===== config.mk =====
export PLATFORM = sky130hd
export DESIGN_NAME = otter_intr_csr
export DESIGN_NICKNAME = d
export VERILOG_FILES = /design/src/rtl/otter_intr_csr_pkg.sv /design/src/rtl/otter_intr_csr_irq_edge_sync.sv /design/src/rtl/otter_intr_csr.sv
export SDC_FILE = /design/constraint.sdc
export NUM_CORES = 1
export LEC_CHECK = 0
export BUFFER_PORTS_ARGS = -buffer_cell sky130_fd_sc_hd__buf_2
export CAP_MARGIN = 40
export CORE_AREA = 2 2 114 138
export CTS_BUF_LIST = sky130_fd_sc_hd__clkbuf_4 sky130_fd_sc_hd__clkbuf_8 sky130_fd_sc_hd__clkbuf_16
export CTS_CLUSTER_DIAMETER = 150
export DETAILED_ROUTE_END_ITERATION = 12
export DIE_AREA = 0 0 116 140
export GPL_ROUTABILITY_DRIVEN = 0
export PLACE_DENSITY = 0.64
export RECOVER_POWER = 50
export SLEW_MARGIN = 20
export SYNTH_ARGS = -nofsm -noshare
export SYNTH_HDL_FRONTEND = slang
export SYNTH_HIERARCHICAL = 1
export SYNTH_SLANG_ARGS = --single-unit

===== constraint.sdc =====
create_clock -name clk -period 5.2 [get_ports clk]
set_input_delay 0.78 -clock clk [delete_from_list [all_inputs] [get_ports clk]]
set_output_delay 0.78 -clock clk [all_outputs]
set_load 0.01 [all_outputs]

===== src/rtl/otter_intr_csr_pkg.sv =====
// Shared constants and types for the OTTER machine-mode interrupt/CSR unit.
// Holds CSR addresses, mstatus bit positions and the external-interrupt cause code.
package otter_pkg;

    typedef logic [11:0] csr_addr_t;

    localparam csr_addr_t CSR_MSTATUS = 12'h300;
    localparam csr_addr_t CSR_MTVEC   = 12'h305;
    localparam csr_addr_t CSR_MEPC    = 12'h341;
    localparam csr_addr_t CSR_MCAUSE  = 12'h342;

    localparam int MSTATUS_MIE_BIT  = 3;
    localparam int MSTATUS_MPIE_BIT = 7;

    localparam logic [31:0] MCAUSE_EXT_IRQ = 32'h8000_000B;

    // mtvec and mepc are word aligned; the two low bits always read 0.
    localparam logic [31:0] WORD_ALIGN_MASK = 32'hFFFF_FFFC;

endpackage


===== src/rtl/otter_intr_csr_irq_edge_sync.sv =====
// External interrupt conditioning: optional 2-flop synchronizer, then rising-edge detect.
// Ports: clk, RST (sync, active-high), ext_irq in; irq_rise out (one-cycle pulse per 0->1).
// OTTER_IRQ_SYNC_EN defined: sync1 -> sync2 -> history flop ahead of the edge detector.
// OTTER_IRQ_SYNC_EN undefined: ext_irq assumed synchronous; a single history flop.
module irq_edge_sync (
    input  logic clk,
    input  logic RST,
    input  logic ext_irq,
    output logic irq_rise
);

    logic level;
    logic hist_d;
    logic hist_q;

`ifdef OTTER_IRQ_SYNC_EN
    logic sync1_d;
    logic sync1_q;
    logic sync2_d;
    logic sync2_q;

    always_comb begin
        sync1_d = ext_irq;
        sync2_d = sync1_q;
    end

    always_ff @(posedge clk) begin
        if (RST) begin
            sync1_q <= 1'b0;
            sync2_q <= 1'b0;
        end else begin
            sync1_q <= sync1_d;
            sync2_q <= sync2_d;
        end
    end

    assign level = sync2_q;
`else
    assign level = ext_irq;
`endif

    always_comb begin
        hist_d = level;
    end

    always_ff @(posedge clk) begin
        if (RST) begin
            hist_q <= 1'b0;
        end else begin
            hist_q <= hist_d;
        end
    end

    assign irq_rise = level & ~hist_q;

endmodule


===== src/rtl/otter_intr_csr.sv =====
// Machine-mode interrupt controller and CSR file (mstatus, mtvec, mepc, mcause).
// Ports: clk, RST, ext_irq, csr_we/csr_addr/csr_wd, int_taken, mret_exec, pc in;
//        csr_rd, intr, mtvec, mepc, mie out. Synchronizer enabled by OTTER_IRQ_SYNC_EN.
module otter_intr_csr
    import otter_pkg::*;
(
    input  logic        clk,
    input  logic        RST,
    input  logic        ext_irq,
    input  logic        csr_we,
    input  csr_addr_t   csr_addr,
    input  logic [31:0] csr_wd,
    input  logic        int_taken,
    input  logic        mret_exec,
    input  logic [31:0] pc,
    output logic [31:0] csr_rd,
    output logic        intr,
    output logic [31:0] mtvec,
    output logic [31:0] mepc,
    output logic        mie
);

    logic        irq_rise;

    logic        pending_d, pending_q;
    logic        mie_d, mie_q;
    logic        mpie_d, mpie_q;
    logic [31:0] mtvec_d, mtvec_q;
    logic [31:0] mepc_d, mepc_q;
    logic [31:0] mcause_d, mcause_q;

    logic        wr_mstatus;
    logic        wr_mtvec;
    logic        wr_mepc;
    logic        wr_mcause;

    irq_edge_sync u_irq_edge_sync (
        .clk      (clk),
        .RST      (RST),
        .ext_irq  (ext_irq),
        .irq_rise (irq_rise)
    );

    always_comb begin
        wr_mstatus = csr_we && (csr_addr == CSR_MSTATUS);
        wr_mtvec   = csr_we && (csr_addr == CSR_MTVEC);
        wr_mepc    = csr_we && (csr_addr == CSR_MEPC);
        wr_mcause  = csr_we && (csr_addr == CSR_MCAUSE);
    end

    always_comb begin
        pending_d = pending_q | irq_rise;
        mie_d     = mie_q;
        mpie_d    = mpie_q;
        mtvec_d   = mtvec_q;
        mepc_d    = mepc_q;
        mcause_d  = mcause_q;

        if (int_taken) begin
            // An edge arriving in the same cycle as entry survives.
            pending_d = irq_rise;
            mpie_d    = mie_q;
            mie_d     = 1'b0;
            mepc_d    = pc & WORD_ALIGN_MASK;
            mcause_d  = MCAUSE_EXT_IRQ;
        end else if (mret_exec) begin
            mie_d  = mpie_q;
            mpie_d = 1'b1;
        end else if (wr_mstatus) begin
            mie_d  = csr_wd[MSTATUS_MIE_BIT];
            mpie_d = csr_wd[MSTATUS_MPIE_BIT];
        end

        // mtvec is never touched by trap entry or mret.
        if (wr_mtvec) begin
            mtvec_d = csr_wd & WORD_ALIGN_MASK;
        end

        if (!int_taken && wr_mepc) begin
            mepc_d = csr_wd & WORD_ALIGN_MASK;
        end

        if (!int_taken && wr_mcause) begin
            mcause_d = csr_wd;
        end
    end

    always_ff @(posedge clk) begin
        if (RST) begin
            pending_q <= 1'b0;
            mie_q     <= 1'b0;
            mpie_q    <= 1'b0;
            mtvec_q   <= '0;
            mepc_q    <= '0;
            mcause_q  <= '0;
        end else begin
            pending_q <= pending_d;
            mie_q     <= mie_d;
            mpie_q    <= mpie_d;
            mtvec_q   <= mtvec_d;
            mepc_q    <= mepc_d;
            mcause_q  <= mcause_d;
        end
    end

    always_comb begin
        csr_rd = '0;
        case (csr_addr)
            CSR_MSTATUS: begin
                csr_rd[MSTATUS_MIE_BIT]  = mie_q;
                csr_rd[MSTATUS_MPIE_BIT] = mpie_q;
            end
            CSR_MTVEC:  csr_rd = mtvec_q;
            CSR_MEPC:   csr_rd = mepc_q;
            CSR_MCAUSE: csr_rd = mcause_q;
            default:    csr_rd = '0;
        endcase
    end

    assign intr  = pending_q & mie_q;
    assign mtvec = mtvec_q;
    assign mepc  = mepc_q;
    assign mie   = mie_q;

`ifndef SYNTHESIS
    // The FSM must never enter a trap and return from one in the same cycle.
    a_no_take_and_mret: assert property (
        @(posedge clk) disable iff (RST) !(int_taken && mret_exec)
    );
`endif

endmodule

==> results summary <==
Of the post-synthesis cell area, the dominant cell type holds 0.408. The largest single stage delay on the critical path is a little over 0.6 ns. The number of different library cells in the post-synthesis netlist came out at 38. Prior to clock tree synthesis, the placed netlist has a worst setup slack of 1.50 ns.

Of all cell types, the one taking the most synthesized area is sky130_fd_sc_hd__dfxtp_1. In the final layout, flip-flops and latches occupy a little under 0.002 mm². The wire length per cell after detailed routing is 17.5 µm. In this run the clock root is driven by a sky130_fd_sc_hd__clkbuf_16. The area taken by multi-input logic gates came out at ~0.0024 mm².

The post-layout minimum cycle time came out at 3.68 ns. The number of inserted diodes is 0. Entering global routing, the biggest net connects 39 pins.

The count of nets left with antenna violations after detail routing is 0. The sum of routed wire length over all layers is 15600 µm. Clock-pin slew was measured on the worst setup and hold paths at approximately 0.06 ns.

In this run the horizontal extent of the chip is between 100 and 150 µm. Traced cell by cell, the critical path runs through clkbuf_1, nand4bb_1, nor4_4, buf_6, buf_4, a222oi_1, inv_1, buf_2. The worst hold path belongs to the class flop to flop.

The peak clock frequency supported by timing is approximately 0.27 GHz. Once placement finished, the instance area stood at around 0.0057 mm². The global-route wire length before repair came out at roughly 24000 µm. The smallest hold slack came out at between 0.4 and 0.5 ns.

IR analysis of the VDD net gives a maximum drop of roughly 0.0001 V. The standard-cell row count is between 40 and 50. The final cell count without fillers came out at 890.

The post-route fraction of the period consumed by the critical path came out at 0.708. The category of the worst setup path capture point is an output port. The final setup violation count came out at 0. The smallest setup slack after layout is roughly 1.5 ns. The remaining global-route overflow came out at 0.

The largest clock skew in the final design is 0.00316 ns. The sink count of the clock tree is 96. The number of hold-slack violations in the final timing report came out at 0. The share of the core filled with cells came out at 0.404. Measured along the y axis, the die boundary spans about 140 µm. Buffers inserted during clock tree synthesis total 9.

The count of fill cells added during filler insertion is about 1600. The I/O pin total came out at 180. During placement, the flow inserted port buffers numbering between 150 and 200. Max-cap violations in this run came to 3. Counting along the longest clock path gives a buffer depth of 2. After detailed routing, the number of remaining DRC violations is 0. The number of hold buffers added after cts is 0. The flow ran to the end, but the final reports show violations.

The detailed-route via count came out at 4659. The total number of yosys warnings is 6. The post-synthesis cell count came out at 530. The fraction of the yosys area taken by sequential cells is 0.408. The post-CTS setup-driven buffer insertion count is 0. In the final design database the tool counted 763 nets. The number of max-slew violations in the final report is around 100. The slowest cell on the critical path is sky130_fd_sc_hd__nand4bb_1. TritonCTS built the clock tree.

The count of placed standard cells including taps came out at roughly 870. The post-cts resize count is 0. The sum of negative setup slack is 0 ns. The library cell used most frequently in the layout, excluding fill and tap cells, is sky130_fd_sc_hd__buf_2. The total power draw came out at about 1.6 mW.

The via count of the first global-routing pass is 4640. The cell area after synthesis came out at around 0.0047 mm². The via count normalized by instance count is around 5.2.

The peak fanout along the critical path is 14. The final design area excluding fillers is around 0.006 mm². Setup repair after global routing left no endpoint under its margin.

Together, buffers and inverters on the worst path number 5. The post-detailed-placement half-perimeter wirelength is approximately 11000 µm. The number of H-tree levels is 3. At the pin with the least slew margin, the transition time is between 2 and 2.5 ns. The placeable core area is around 0.015 mm². The type of element launching the critical path is an input port. The critical path in this run is classified as input port to output port. The synthesized design contains 96 register bits. The post-synthesis area per instance came out at 8.88 µm². The static leakage is between 2 and 3 nW. The clock insertion delay at the later pin of the skew report came out at about 0.34 ns. The initial antenna violation count came out at 0.

The final reports fail on capacitance limit, slew limit. The floorplan step defined a die boundary enclosing approximately 0.016 mm². For this run, the detailed router's first-pass iteration total came to 6. The overall global routing resource usage is 0.192. The first-iteration detailed-routing DRC count is ~320. Of the cells placed in the final design, the portion with a size suffix greater than 1 is 0.267. For the worst setup path, the data arrival time is ~2.9 ns. The required time of the critical path came out at around 4.4 ns. The area growth from synthesis to layout is 27.2%. Sorting the synthesized cells by area gives the leading types as sky130_fd_sc_hd__dfxtp_1 (41%), sky130_fd_sc_hd__a221oi_2 (9.3%), sky130_fd_sc_hd__mux2i_1 (6.4%). The library cells used most frequently in the layout, excluding fill and tap cells, are sky130_fd_sc_hd__buf_2 (110), sky130_fd_sc_hd__dfxtp_1 (96), sky130_fd_sc_hd__nor2_1 (66), sky130_fd_sc_hd__clkbuf_1 (66), sky130_fd_sc_hd__nand2_1 (56). The power density relative to cell area is 272 mW/mm². Broken down by cell family, the worst path's largest delay share belongs to simple AND/OR/NAND/NOR gates. The starting utilization of the core area came out at 0.317. The headroom to the max-slew limit came out at -0.397.
-- layer usage --
layer | track usage | wire (µm) | vias to the layer above
li1 | - | - | 2223
met1 | 0.237 | 6590 | 2220
met2 | 0.321 | 7650 | 187
met3 | 0.0385 | 985 | 29
met4 | 0.0858 | 342 | 0
met5 | 0 | 0 | -
-- state kept, by name (all words and copies together), names as in the netlist --
| register | flops |
|---|---|
| mcause_q | 32 |
| mepc | 30 |
| mie | 1 |
| mpie_q | 1 |
| mtvec | 30 |
| pending_q | 1 |
| u_irq_edge_sync/hist_q | 1 |
-- final timing paths --
kind / from / end / slack, ns / cells after the start
setup / recovery: csr_addr[10] / csr_rd[30] / 1.52 / 8
hold / removal: mcause_q[16]$_SDFFE_PP0P_ / mcause_q[16]$_SDFFE_PP0P_ / 0.45 / 2
setup reg to reg: mie$_SDFFE_PP0P_ / mie$_SDFFE_PP0P_ / 4.24 / 3
hold reg to reg: mcause_q[16]$_SDFFE_PP0P_ / mcause_q[16]$_SDFFE_PP0P_ / 0.45 / 2
-- worst register-to-register path, cell delays in order (launching register included) --
cell and delay [ns]:
sky130_fd_sc_hd__dfxtp_1 0.41, sky130_fd_sc_hd__nor2_1 0.07, sky130_fd_sc_hd__mux2_2 0.25, sky130_fd_sc_hd__nor3_1 0.15
-- where the power goes --
group | switching, mW | internal [mW] | total [mW]
sequential | 0.0182 | 0.755 | 0.774
combinational | 0.0891 | 0.0640 | 0.153
clock | 0.284 | 0.416 | 0.700
total | 0.392 | 1.24 | 1.63
-- synth_stat cells, drive strengths merged --
library cell	instances
a211oi	2
nor3	40
nand2b	1
or4	1
nor2b	3
or4b	4
nand2	56
inv	31
nand4	1
clkbuf	28
mux2i	30
nand4bb	2
a221o	2
a21oi	29
nor4bb	2
nor4b	1
and3	30
and2	4
a22oi	2
a222oi	28
nor3b	2
conb	1
or3	1
nor4	8
mux2	2
buf	25
nor2	67
or2	1
a221oi	30
dfxtp	96
-- kinds of logic (layout without fill, tap and decap cells) --
| family | after synthesis | count (layout) | share of synthesized area |
|---|---|---|---|
| compound gates | 93 | 93 | 0.198 |
| buf+inv | 84 | 237 | 0.0822 |
| flops | 96 | 96 | 0.408 |
| mux | 32 | 32 | 0.0686 |
| other cells | 1 | 4 | 0.000797 |
| simple gates | 224 | 224 | 0.242 |
-- area by class of cell --
cell class / instances / area share
sequential: 96 / 0.321
inverter: 31 / 0.0194
multi-input combinational: 353 / 0.409
tap: 204 / 0.0426
timing repair buffer: 190 / 0.156
clock inverter: 2 / 0.00627
clock buffer: 14 / 0.0460
Power figures use the tool's default switching activity.
